## config.mk

```make
export PLATFORM = sky130hd
export DESIGN_NAME = mem_stage_lsu_flat
export DESIGN_NICKNAME = d
export VERILOG_FILES = /design/src/rtl/mem_stage_lsu_if.sv /design/src/rtl/mem_stage_lsu.sv /design/src/flat_wrapper.sv
export SDC_FILE = /design/constraint.sdc
export NUM_CORES = 1
export LEC_CHECK = 0
export ABC_AREA = 0
export BUFFER_PORTS_ARGS = -buffer_cell sky130_fd_sc_hd__clkbuf_2
export CAP_MARGIN = 20
export CELL_PAD_IN_SITES_DETAIL_PLACEMENT = 1
export CELL_PAD_IN_SITES_GLOBAL_PLACEMENT = 1
export CORE_MARGIN = 3
export CORE_UTILIZATION = 25
export CTS_CLUSTER_SIZE = 30
export DETAILED_ROUTE_END_ITERATION = 8
export HOLD_SLACK_MARGIN = 0.1
export PLACE_DENSITY = 0.67
export SLEW_MARGIN = 20
export SYNTH_ARGS = -nofsm -noshare
export SYNTH_HDL_FRONTEND = slang
export SYNTH_SLANG_ARGS = --single-unit
```

## constraint.sdc

```tcl
create_clock -name clk -period 11.4 [get_ports clk]
set_clock_uncertainty 0.15 [all_clocks]
set_input_delay 2.28 -clock clk [delete_from_list [all_inputs] [get_ports clk]]
set_output_delay 2.28 -clock clk [all_outputs]
set_load 0.05 [all_outputs]
```

## src/rtl/mem_stage_lsu_if.sv

```systemverilog
// Data-memory request/response bus between the MEM-stage LSU (master) and the data memory (slave).
interface mem_stage_lsu_if;
    logic        dmem_req_valid;
    logic        dmem_req_ready;
    logic        dmem_req_we;
    logic [63:0] dmem_req_addr;
    logic [63:0] dmem_req_wdata;
    logic [7:0]  dmem_req_be;
    logic        dmem_rsp_valid;
    logic [63:0] dmem_rsp_rdata;

    modport master (
        output dmem_req_valid, dmem_req_we, dmem_req_addr, dmem_req_wdata, dmem_req_be,
        input  dmem_req_ready, dmem_rsp_valid, dmem_rsp_rdata
    );

    modport slave (
        input  dmem_req_valid, dmem_req_we, dmem_req_addr, dmem_req_wdata, dmem_req_be,
        output dmem_req_ready, dmem_rsp_valid, dmem_rsp_rdata
    );
endinterface

```

## src/rtl/mem_stage_lsu.sv

```systemverilog
// MEM-stage load/store unit: stalls the pipeline while one access runs on the data-memory bus.
// Define MEM_STAGE_LSU_MISALIGN_TRAP_EN to trap misaligned accesses instead of force-aligning them.
module mem_stage_lsu (
    input  logic        clk,
    input  logic        rst,
    input  logic        MemRead_M,
    input  logic        MemWrite_M,
    input  logic [2:0]  Funct3_M,
    input  logic [63:0] ALUResult_M,
    input  logic [63:0] WriteData_M,
    output logic        Stall_M,
    output logic [63:0] ReadData_M,
    output logic        MisalignErr_M,
    mem_stage_lsu_if.master dmem
);

    typedef enum logic [1:0] {
        IDLE = 2'd0,
        REQ  = 2'd1,
        WAIT = 2'd2,
        DONE = 2'd3
    } state_t;

    state_t      state_q, state_d;
    logic        we_q, we_d;
    logic [63:0] addr_q, addr_d;
    logic [63:0] wdata_q, wdata_d;
    logic [7:0]  be_q, be_d;
    logic [2:0]  funct3_q, funct3_d;
    logic [2:0]  offset_q, offset_d;
    logic [63:0] rdata_q, rdata_d;
    logic        mis_q, mis_d;
    logic        access_s;
    logic        mis_s;
    logic [2:0]  off_s;

    // Naturally-aligned offsets pass through untouched, so this is also safe in trap mode.
    function automatic logic [2:0] align_offset(input logic [1:0] size, input logic [2:0] off);
        case (size)
            2'b00:   return off;
            2'b01:   return {off[2:1], 1'b0};
            2'b10:   return {off[2], 2'b00};
            2'b11:   return 3'b000;
            default: return 3'b000;
        endcase
    endfunction

    function automatic logic [7:0] byte_enables(input logic [1:0] size, input logic [2:0] off);
        logic [7:0] base;
        case (size)
            2'b00:   base = 8'h01;
            2'b01:   base = 8'h03;
            2'b10:   base = 8'h0F;
            2'b11:   base = 8'hFF;
            default: base = 8'hFF;
        endcase
        return base << off;
    endfunction

`ifdef MEM_STAGE_LSU_MISALIGN_TRAP_EN
    function automatic logic is_misaligned(input logic [1:0] size, input logic [2:0] off);
        case (size)
            2'b00:   return 1'b0;
            2'b01:   return off[0];
            2'b10:   return (off[1:0] != 2'b00);
            2'b11:   return (off != 3'b000);
            default: return 1'b0;
        endcase
    endfunction
`endif

    function automatic logic [63:0] extend_load(input logic [2:0] f3, input logic [63:0] s);
        case (f3)
            3'b000:  return {{56{s[7]}}, s[7:0]};
            3'b001:  return {{48{s[15]}}, s[15:0]};
            3'b010:  return {{32{s[31]}}, s[31:0]};
            3'b100:  return {56'd0, s[7:0]};
            3'b101:  return {48'd0, s[15:0]};
            3'b110:  return {32'd0, s[31:0]};
            default: return s;
        endcase
    endfunction

    // Next-state, request capture and stall decode.
    always_comb begin
        access_s = MemRead_M | MemWrite_M;
        off_s    = align_offset(Funct3_M[1:0], ALUResult_M[2:0]);
`ifdef MEM_STAGE_LSU_MISALIGN_TRAP_EN
        mis_s    = access_s & is_misaligned(Funct3_M[1:0], ALUResult_M[2:0]);
`else
        mis_s    = 1'b0;
`endif
        state_d  = state_q;
        we_d     = we_q;
        addr_d   = addr_q;
        wdata_d  = wdata_q;
        be_d     = be_q;
        funct3_d = funct3_q;
        offset_d = offset_q;
        rdata_d  = rdata_q;
        mis_d    = 1'b0;
        Stall_M  = 1'b0;
        case (state_q)
            IDLE: begin
                if (access_s && !mis_s) begin
                    Stall_M  = 1'b1;
                    we_d     = MemWrite_M;
                    addr_d   = {ALUResult_M[63:3], 3'b000};
                    wdata_d  = WriteData_M << {off_s, 3'b000};
                    be_d     = byte_enables(Funct3_M[1:0], off_s);
                    funct3_d = Funct3_M;
                    offset_d = off_s;
                    state_d  = REQ;
                end else if (mis_s) begin
                    mis_d = 1'b1;
                end else begin
                    state_d = IDLE;
                end
            end
            REQ: begin
                Stall_M = 1'b1;
                if (dmem.dmem_req_ready) begin
                    state_d = we_q ? DONE : WAIT;
                end else begin
                    state_d = REQ;
                end
            end
            WAIT: begin
                Stall_M = 1'b1;
                if (dmem.dmem_rsp_valid) begin
                    rdata_d = extend_load(funct3_q, dmem.dmem_rsp_rdata >> {offset_q, 3'b000});
                    state_d = DONE;
                end else begin
                    state_d = WAIT;
                end
            end
            // The completing instruction is still in M here, so its access is not re-issued.
            DONE: begin
                state_d = IDLE;
            end
            default: begin
                state_d = IDLE;
            end
        endcase
    end

    // State and request-field registers with asynchronous reset.
    always_ff @(posedge clk or posedge rst) begin
        if (rst) begin
            state_q  <= IDLE;
            we_q     <= 1'b0;
            addr_q   <= 64'd0;
            wdata_q  <= 64'd0;
            be_q     <= 8'd0;
            funct3_q <= 3'd0;
            offset_q <= 3'd0;
            rdata_q  <= 64'd0;
            mis_q    <= 1'b0;
        end else begin
            state_q  <= state_d;
            we_q     <= we_d;
            addr_q   <= addr_d;
            wdata_q  <= wdata_d;
            be_q     <= be_d;
            funct3_q <= funct3_d;
            offset_q <= offset_d;
            rdata_q  <= rdata_d;
            mis_q    <= mis_d;
        end
    end

    assign dmem.dmem_req_valid = (state_q == REQ);
    assign dmem.dmem_req_we    = we_q;
    assign dmem.dmem_req_addr  = addr_q;
    assign dmem.dmem_req_wdata = wdata_q;
    assign dmem.dmem_req_be    = be_q;
    assign ReadData_M          = rdata_q;
    assign MisalignErr_M       = mis_q;

endmodule

```

## src/flat_wrapper.sv

```systemverilog
// flat-port wrapper written by rule: the top's interface ports become plain ports
module mem_stage_lsu_flat 
  (clk, rst, MemRead_M, MemWrite_M, Funct3_M, ALUResult_M, WriteData_M, Stall_M, ReadData_M, MisalignErr_M, dmem_dmem_req_valid, dmem_dmem_req_we, dmem_dmem_req_addr, dmem_dmem_req_wdata, dmem_dmem_req_be, dmem_dmem_req_ready, dmem_dmem_rsp_valid, dmem_dmem_rsp_rdata);
  mem_stage_lsu_if dmem_i ();
  input  logic clk;
  input  logic rst;
  input  logic MemRead_M;
  input  logic MemWrite_M;
  input  logic [2:0] Funct3_M;
  input  logic [63:0] ALUResult_M;
  input  logic [63:0] WriteData_M;
  output logic Stall_M;
  output logic [63:0] ReadData_M;
  output logic MisalignErr_M;
  output wire logic [$bits(dmem_i.dmem_req_valid)-1:0] dmem_dmem_req_valid;
  output wire logic [$bits(dmem_i.dmem_req_we)-1:0] dmem_dmem_req_we;
  output wire logic [$bits(dmem_i.dmem_req_addr)-1:0] dmem_dmem_req_addr;
  output wire logic [$bits(dmem_i.dmem_req_wdata)-1:0] dmem_dmem_req_wdata;
  output wire logic [$bits(dmem_i.dmem_req_be)-1:0] dmem_dmem_req_be;
  input wire logic [$bits(dmem_i.dmem_req_ready)-1:0] dmem_dmem_req_ready;
  input wire logic [$bits(dmem_i.dmem_rsp_valid)-1:0] dmem_dmem_rsp_valid;
  input wire logic [$bits(dmem_i.dmem_rsp_rdata)-1:0] dmem_dmem_rsp_rdata;
  assign dmem_dmem_req_valid = dmem_i.dmem_req_valid;
  assign dmem_dmem_req_we = dmem_i.dmem_req_we;
  assign dmem_dmem_req_addr = dmem_i.dmem_req_addr;
  assign dmem_dmem_req_wdata = dmem_i.dmem_req_wdata;
  assign dmem_dmem_req_be = dmem_i.dmem_req_be;
  assign dmem_i.dmem_req_ready = dmem_dmem_req_ready;
  assign dmem_i.dmem_rsp_valid = dmem_dmem_rsp_valid;
  assign dmem_i.dmem_rsp_rdata = dmem_dmem_rsp_rdata;
  mem_stage_lsu u_core (.clk(clk), .rst(rst), .MemRead_M(MemRead_M), .MemWrite_M(MemWrite_M), .Funct3_M(Funct3_M), .ALUResult_M(ALUResult_M), .WriteData_M(WriteData_M), .Stall_M(Stall_M), .ReadData_M(ReadData_M), .MisalignErr_M(MisalignErr_M), .dmem(dmem_i));
endmodule
```

==> impl_metrics.env, run 1 <==
export IMPL_diodes=0
export IMPL_cts_buffer_depth=3
export IMPL_synth_most_common_cell="nand2_1"
export IMPL_synth_top_area_share_pct=45.68
export IMPL_fin_crit_ns=5.442
export IMPL_num_vias=10902
export IMPL_ioPinCount=405
export IMPL_required_ns=8.97
export IMPL_synth_area_leaders="dfrtp_1, nand2_1, mux2i_1"
export IMPL_antenna_left=0
export IMPL_tightestPinTransition_ns=1.092
export IMPL_drt_vias_per_instance=5.061
export IMPL_hold_class="reg -> reg"
export IMPL_p_leak_nw=7.135
export IMPL_rr_startpoint="u_core.offset_q[1]"
export IMPL_yosys_cell_types_count=48
export IMPL_post_cts_buffers=0
export IMPL_stdcell_area_um2=14550
export IMPL_synth_ff_type="dfrtp_1"
export IMPL_place_inst=2108
export IMPL_synth_edf_count=0
export IMPL_pre_cts_ws_ns=5.949
export IMPL_drc_errors=0
export IMPL_cp_data_arrival_time_ns=3.01
export IMPL_numCtsBuffers=26
export IMPL_path_class="in -> out"
export IMPL_numPortBuffers=400
export IMPL_placed_area_um2=13730
export IMPL_crit_start="MemWrite_M"
export IMPL_cts_resized=0
export IMPL_finalWorstSetupSlack_ns=5.958
export IMPL_cts_tree="yes"
export IMPL_grt_pass1_vias=11727
export IMPL_yosys_warnings=0
export IMPL_gp_congestion=0.8535
export IMPL_syn_area_um2=11290
export IMPL_die_x_um=218.5
export IMPL_detail_route_first_pass_iterations=4
export IMPL_grt_usage_pct=19.12
export IMPL_cts_root_buffer="clkbuf_16"
export IMPL_rows=77
export IMPL_grt_pass1_wl_mm=71.20
export IMPL_drtIter0Drc=786
export IMPL_cp_end_kind="primary output"
export IMPL_p_total_mw=5.077
export IMPL_relSlewSlack_pct=27.17
export IMPL_die_area_um2=47730
export IMPL_avgSynthCellArea_um2=9.389
export IMPL_insertion_delay_ns=0.54
export IMPL_path_clk_slew_ns=0.06
export IMPL_post_route_util_pct=32.75
export IMPL_power_density_nw_per_um2=349.1
export IMPL_finalSetupTns_ns=0
export IMPL_min_from="u_core.dmem.dmem_req_addr[23]"
export IMPL_hold_violations=0
export IMPL_netlist_top_cells_count="nand2_1, dfrtp_1, mux2i_1, o21ai_0, nor2_1"
export IMPL_worst_ir_drop_vdd_uv=167.8
export IMPL_wl_mm=46.75
export IMPL_finalSetupViolCount=0
export IMPL_htree_levels=1
export IMPL_status="finished clean"
export IMPL_path_max_fanout=4
export IMPL_final_cells=2154
export IMPL_antenna_found_initial=5
export IMPL_synth_seq_area_share_pct=45.68
export IMPL_drive_gt1_share_pct=32.71
export IMPL_cts_hold_buffers_added=0
export IMPL_period_share_pct=47.74
export IMPL_grt_max_degree=99
export IMPL_dp_hpwl_mm=33.80
export IMPL_wl_per_cell_um=21.71
export IMPL_finalNetCount=1751
export IMPL_holdWs_ns=0.3219
export IMPL_drv_cap=0
export IMPL_start_kind="input pin"
export IMPL_drv_slew=0
export IMPL_async_flop_share_pct=100.0
export IMPL_cts_sinks=206
export IMPL_yosysTopAreaCell="dfrtp_1"
export IMPL_nFillCells=5290
export IMPL_synth_seq_cells=206
export IMPL_fmax_mhz=183.7
export IMPL_overflow=0
export IMPL_rsz0062_at_grt="false"
export IMPL_die_h_um=218.5
export IMPL_coreArea_um2=44410
export IMPL_syn2layout_area_growth_pct=28.88
export IMPL_postSynthCellCount=1202
export IMPL_start_util_pct=25.41
==> state kept, by name, indices dropped and copies added (netlist names), named ones only <==
register / cells
u_core.ReadData_M: 64
u_core.dmem.dmem_req_addr: 61
u_core.dmem.dmem_req_be: 8
u_core.dmem.dmem_req_wdata: 64
u_core.dmem.dmem_req_we: 1
u_core.funct3_q: 3
u_core.offset_q: 3
u_core.state_q: 1
==> cells by family (layout without fill, tap and decap cells) <==
family | Yosys count | count (layout) | share of synthesized area, %
buffers and inverters | 115 | 472 | 4.578
adders and majority gates | 5 | 5 | 0.5543
AOI/OAI and AO/OA | 269 | 269 | 16.27
other | 1 | 4 | 0.03323
DFF | 206 | 206 | 45.68
and+or+nand+nor | 467 | 467 | 17.72
muxes | 139 | 139 | 15.17
==> where the power goes <==
part           leakage [nW]  switching (mW)  internal [mW]
Sequential             2.53           0.268           1.09
Clock                 0.391           0.328          0.450
Combinational          4.21            2.20          0.744
==> layer usage <==
metal  vias to the layer above  track usage (%)  routed length (um)
li1                       4907                -                   -
met1                      5453            23.72               19130
met2                       458            31.86               21980
met3                        74            6.062                4311
met4                        10            5.588                1270
met5                         -                0                  64
==> worst paths after layout <==
kind | to | slack (ns) | cells after the start
hold reg to reg | u_core.dmem.dmem_req_addr[23] | 0.32 | 2
max in group asynchronous | u_core.dmem.dmem_req_addr[45] | 8.17 | 3
setup / recovery | Stall_M | 5.96 | 5
hold / removal | u_core.dmem.dmem_req_addr[23] | 0.32 | 2
min in group asynchronous | u_core.ReadData_M[2] | 1.68 | 2
setup reg to reg | u_core.ReadData_M[32] | 7.65 | 7
==> final cells by class <==
class	instances	area, um2	share of cell area (%)
clock inverters	7	35.03	0.2409
inverters	10	45.04	0.3097
repair buffers	417	2153	14.80
well taps	592	740.7	5.092
multi-input cells	884	5667	38.96
flip-flops and latches	206	5157	35.46
clock buffers	38	747.0	5.135
==> layout by cell type (no fill, tap or decap), types with 13 or more instances in the layout <==
cell	netlist	final
mux2i_1	99	99
mux4_2	24	24
a21oi_1	44	44
a221o_1	21	21
buf_4	6	15
dfrtp_1	206	204
nand3_1	16	16
nand2_1	302	302
nor2b_1	21	20
o21ai_0	72	71
clkbuf_16	0	27
and3_1	23	23
nor2_1	67	66
o22a_1	13	13
a31oi_1	19	19
a22oi_1	20	20
mux2_2	16	16
a22o_1	24	24
clkbuf_2	0	400
==> worst max-delay path, cell delays in order <==
cell and delay [ns]:
clkbuf_2 0.13, o21a_4 0.24, nor2_1 0.09, nor2_1 0.05, clkbuf_2 0.23
Power figures use the tool's default switching activity.
==> inputs of run 2 (changes only) <==
--- a/config.mk
+++ b/config.mk
@@ -15,7 +15,7 @@
 export CTS_CLUSTER_SIZE = 30
 export DETAILED_ROUTE_END_ITERATION = 8
 export HOLD_SLACK_MARGIN = 0.1
-export PLACE_DENSITY = 0.67
+export PLACE_DENSITY = 0.69
 export SLEW_MARGIN = 20
 export SYNTH_ARGS = -nofsm -noshare
 export SYNTH_HDL_FRONTEND = slang
==> constraint.sdc (replaced) <==
create_clock -name clk -period 4.5 [get_ports clk]
set_clock_uncertainty 0.15 [all_clocks]
set_input_delay 0.9 -clock clk [delete_from_list [all_inputs] [get_ports clk]]
set_output_delay 0.9 -clock clk [all_outputs]
set_load 0.05 [all_outputs]
==> impl_metrics.env, run 2 (synthesized netlist as in run 1, its figures left out) <==
export IMPL_p_total_mw=13.04
export IMPL_cp_slowest_stage_delay_ns=0.89
export IMPL_numCtsBuffers=27
export IMPL_crit_start="u_core.offset_q[2]"
export IMPL_hold_violations=0
export IMPL_finalNetCount=1759
export IMPL_wl_mm=47.10
export IMPL_hold_class="in -> async"
export IMPL_grt_use_met2_pct=31.60
export IMPL_layout_commonest_cell="clkbuf_2"
export IMPL_path_class="reg -> reg"
export IMPL_detail_route_first_pass_iterations=5
export IMPL_path_cells="buf_4 > mux2i_1 > or3_1 > a311oi_2 > nor3_4 > buf_4 > a31oi_1"
export IMPL_cts_buffer_depth=3
export IMPL_grt_usage_pct=19.06
export IMPL_fmax_mhz=328.5
export IMPL_cp_depth=7
export IMPL_grt_pass1_vias=11490
export IMPL_crit_end="u_core.ReadData_M[32]"
export IMPL_rsz0062_at_grt="false"
export IMPL_gr_usage_met1_pct=23.62
export IMPL_crit_buf_inv=2
export IMPL_cts_sinks=206
export IMPL_drt_vias_per_instance=5.080
export IMPL_finalSetupViolCount=0
export IMPL_insertion_delay_ns=0.53
export IMPL_period_share_pct=67.64
export IMPL_start_kind="flip-flop"
export IMPL_syn2layout_area_growth_pct=30.16
export IMPL_mostFrequentLayoutCells="clkbuf_2, nand2_1, dfrtp_1, mux2i_1, o21ai_0"
export IMPL_reg2reg_slack_ns=1.46
export IMPL_reg2reg_depth=7
export IMPL_die_h_um=218.5
export IMPL_num_vias=10994
export IMPL_cts_resized=0
export IMPL_drive_gt1_share_pct=33.18
export IMPL_grt_max_degree=90
export IMPL_antenna_left=0
export IMPL_path_clk_slew_ns=0.06
export IMPL_gp_congestion=0.8672
export IMPL_grt_use_met3_pct=6.271
export IMPL_path_max_fanout=25
export IMPL_post_route_util_pct=33.07
export IMPL_ioPinCount=405
export IMPL_rows=77
export IMPL_drv_slew=0
export IMPL_slowest_stage="dfrtp_1"
export IMPL_cp_top_family="flip-flops"
export IMPL_drtIter0Drc=798
export IMPL_nFillCells=5287
export IMPL_die_x_um=218.5
export IMPL_p_leak_nw=7.201
export IMPL_finalSetupTns_ns=0
export IMPL_rr_startpoint="u_core.offset_q[2]"
export IMPL_power_density_nw_per_um2=887.6
export IMPL_antenna_found_initial=7
export IMPL_cp_data_arrival_time_ns=3.35
export IMPL_htree_levels=1
export IMPL_die_area_um2=47730
export IMPL_drv_cap=0
export IMPL_relSlewSlack_pct=29.61
export IMPL_dp_hpwl_mm=34.95
export IMPL_tightestPinTransition_ns=1.047
export IMPL_numPortBuffers=400
export IMPL_grt_pass1_wl_mm=70.93
export IMPL_placed_area_um2=13840
export IMPL_top_usage_layer="met2"
export IMPL_cp_end_kind="flip-flop"
export IMPL_overflow=0
export IMPL_stdcell_area_um2=14690
export IMPL_cts_tree="yes"
export IMPL_r2r_end="u_core.ReadData_M[32]"
export IMPL_cp_common_cell="buf_4"
export IMPL_coreArea_um2=44410
export IMPL_start_util_pct=25.41
export IMPL_required_ns=4.81
export IMPL_post_cts_buffers=0
export IMPL_fin_crit_ns=3.044
export IMPL_worst_ir_drop_vdd_uv=520.3
export IMPL_wl_per_cell_um=21.76
export IMPL_cts_hold_buffers_added=0
export IMPL_status="finished clean"
export IMPL_holdWs_ns=0.2035
export IMPL_drc_errors=0
export IMPL_cts_root_buffer="clkbuf_16"
==> run 2: cell types whose count changed in the layout (fill, tap and decap cells not counted) <==
cell,previous run,this run
nor4_4,1,0
buf_4,15,19
diode_2,0,2
bufinv_16,0,2
buf_6,1,0
clkinvlp_4,0,2
nor4_2,0,1
clkbuf_1,8,6
buf_12,0,5
inv_8,1,0
buf_16,1,0
==> run 2: area by class of cell <==
type	instances	area (um2)	share of cell area [%]
timing repair buffer	424	2245	15.28
antenna	2	5.005	0.03407
sequential	206	5157	35.11
tap	592	740.7	5.043
clock inverter	10	102.6	0.6985
multi-input combinational	884	5658	38.52
clock buffer	36	739.5	5.034
inverter	10	41.29	0.2811
==> run 2: worst min path at each step <==
stage,end,cells after the start
6_report,u_core.dmem.dmem_req_be[7],2
2_1_floorplan,flip-flop,1
5_1_grt,u_core.dmem.dmem_req_be[7],2
3_3_place_gp,u_core.dmem.dmem_req_addr[52],2
3_5_place_dp,u_core.dmem.dmem_req_addr[25],2
4_1_cts,u_core.dmem.dmem_req_wdata[8],2
==> run 2: power by group <==
| part | internal (mW) | total (mW) | switching, mW |
|---|---|---|---|
| clock | 1.26 | 2.11 | 0.852 |
| combinational | 1.90 | 7.48 | 5.58 |
| sequential | 2.76 | 3.45 | 0.692 |
==> run 2: stage by stage <==
step / std cells / worst slack (ns)
after floorplan: 1205 / 0.7777
after global placement: 2116 / 1.337
after detailed placement: 2116 / 1.276
after CTS: 2162 / 1.397
after global routing: 2162 / 1.310
final: 2164 / 1.456
==> run 2: routing by layer <==
| metal | routed length (um) | share of wire [%] | vias to the layer above |
|---|---|---|---|
| met5 | 102 | 0.22 | - |
| met4 | 1300 | 2.8 | 14 |
| met3 | 4344 | 9.2 | 76 |
| met2 | 22060 | 47 | 451 |
| met1 | 19290 | 41 | 5519 |
| li1 | - | - | 4934 |
==> inputs of run 3 (changes only) <==
==> constraint.sdc (replaced) <==
create_clock -name clk -period 2.4 [get_ports clk]
set_clock_uncertainty 0.15 [all_clocks]
set_input_delay 0.48 -clock clk [delete_from_list [all_inputs] [get_ports clk]]
set_output_delay 0.48 -clock clk [all_outputs]
set_load 0.05 [all_outputs]
==> impl_metrics.env, run 3 (synthesized netlist as in run 1, its figures left out) <==
export IMPL_nFillCells=5195
export IMPL_relSlewSlack_pct=37.08
export IMPL_drt_vias_per_instance=5.012
export IMPL_grt_pass1_vias=12627
export IMPL_dp_hpwl_mm=36.06
export IMPL_finalNetCount=1891
export IMPL_numPortBuffers=400
export IMPL_die_h_um=218.5
export IMPL_pre_cts_ws_ns=-0.1867
export IMPL_grt_max_degree=94
export IMPL_cp_data_arrival_time_ns=2.62
export IMPL_power_density_nw_per_um2=1584
export IMPL_place_inst=2177
export IMPL_start_kind="flip-flop"
export IMPL_htree_levels=1
export IMPL_layout_commonest_cell="clkbuf_2"
export IMPL_drtIter0Drc=682
export IMPL_drv_cap=0
export IMPL_cts_buffer_depth=3
export IMPL_post_route_util_pct=36.22
export IMPL_cp_end_kind="flip-flop"
export IMPL_die_area_um2=47730
export IMPL_path_max_fanout=31
export IMPL_tightestPinTransition_ns=0.9359
export IMPL_rsz0062_at_grt="false"
export IMPL_cts_sinks=206
export IMPL_start_util_pct=25.41
export IMPL_syn2layout_area_growth_pct=42.53
export IMPL_path_class="reg -> reg"
export IMPL_grt_pass1_wl_mm=76.02
export IMPL_stdcell_area_um2=16090
export IMPL_cts_tree="yes"
export IMPL_die_x_um=218.5
export IMPL_placed_area_um2=14440
export IMPL_wl_mm=50.02
export IMPL_mostFrequentLayoutCells="clkbuf_2, nand2_1, dfrtp_1, mux2i_1, buf_4"
export IMPL_grt_usage_pct=20.27
export IMPL_p_leak_nw=7.879
export IMPL_reg2reg_slack_ns=0.04
export IMPL_coreArea_um2=44410
export IMPL_insertion_delay_ns=0.54
export IMPL_required_ns=2.66
export IMPL_drc_errors=0
export IMPL_wl_per_cell_um=21.79
export IMPL_ioPinCount=405
export IMPL_fmax_mhz=424.3
export IMPL_final_cells=2296
export IMPL_finalSetupTns_ns=0
export IMPL_gp_congestion=0.9042
export IMPL_fin_crit_ns=2.357
export IMPL_drive_gt1_share_pct=35.09
export IMPL_overflow=0
export IMPL_finalSetupViolCount=0
export IMPL_status="finished clean"
export IMPL_period_share_pct=98.21
export IMPL_num_vias=11507
export IMPL_regArea_um2=5159
export IMPL_detail_route_first_pass_iterations=5
export IMPL_hold_violations=0
export IMPL_diodes=0
export IMPL_path_clk_slew_ns=0.06
export IMPL_multi_input_area_um2=5682
export IMPL_rows=77
export IMPL_antenna_found_initial=4
export IMPL_worst_ir_drop_vdd_uv=813.4
export IMPL_drv_slew=0
export IMPL_hold_class="in -> reg"
export IMPL_finalWorstSetupSlack_ns=0.04304
export IMPL_numCtsBuffers=26
export IMPL_antenna_left=0
export IMPL_cts_root_buffer="clkbuf_16"
==> run 3: cell types whose count changed in the layout (fill, tap and decap cells not counted), moves of 2 or more <==
| cell | change |
|---|---|
| diode_2 | -2 |
| clkinv_2 | -3 |
| inv_6 | +2 |
| nor2_1 | -3 |
| inv_1 | -2 |
| nor2_2 | +3 |
| dlygate4sd3_1 | +67 |
| buf_12 | +11 |
| buf_4 | +54 |
| clkbuf_8 | +2 |
==> run 3: per-layer routing <==
metal  share of wire, %  track usage, %
met2                 49           36.29
met3                8.4           5.812
met5               0.11               0
met1                 40           24.06
met4                2.0           4.457
==> run 3: worst paths after layout <==
check,endpoint,depth (start not counted),from
setup / recovery,u_core.ReadData_M[37],6,u_core.offset_q[1]
hold / removal,u_core.dmem.dmem_req_wdata[3],2,WriteData_M[3]
setup reg to reg,u_core.ReadData_M[37],6,u_core.offset_q[1]
hold reg to reg,u_core.dmem.dmem_req_addr[23],2,u_core.dmem.dmem_req_addr[23]
max in group asynchronous,u_core.dmem.dmem_req_addr[34],5,rst
min in group asynchronous,u_core.dmem.dmem_req_wdata[8],3,rst
==> run 3: per-stage QoR <==
stage / power, mW / hold WS (ns)
final: 25.48 / 0.1203
after global routing: 26.83 / 0.1159
after CTS: 25.47 / 0.1016
after detailed placement: 20.99 / 0.3112
after global placement: 20.70 / 0.3087
after floorplan: 16.58 / 0.3504
==> run 3: power by group <==
part / switching, mW / internal (mW)
logic: 10.8 / 4.06
clock network: 1.65 / 2.53
registers: 1.29 / 5.18
total: 13.7 / 11.8
==> run 3: timing repair <==
action                                  in CTS  in global routing
pin swaps                                    1                  2
setup buffers                                0                  5
resized for setup                            7                  7
hold endpoints to repair                   106                  0
hold buffers                                67                  0
endpoints found under the setup margin       3                 24
==> run 3: worst max-delay path, cell delays in order, from the launching register on <==
cell     delay (ns)
dfrtp_2        0.45
mux2_2         0.38
mux4_2         0.48
and3_4         0.21
nor3_4         0.22
buf_12         0.22
a31oi_1        0.11
==> run 3: area by class of cell <==
type / instances / area share, %
clock buffer: 37 / 4.745
clock inverter: 10 / 0.8401
inverter: 10 / 0.2722
multi-input combinational: 884 / 35.32
sequential: 206 / 32.07
tap: 592 / 4.605
timing repair buffer: 557 / 22.15
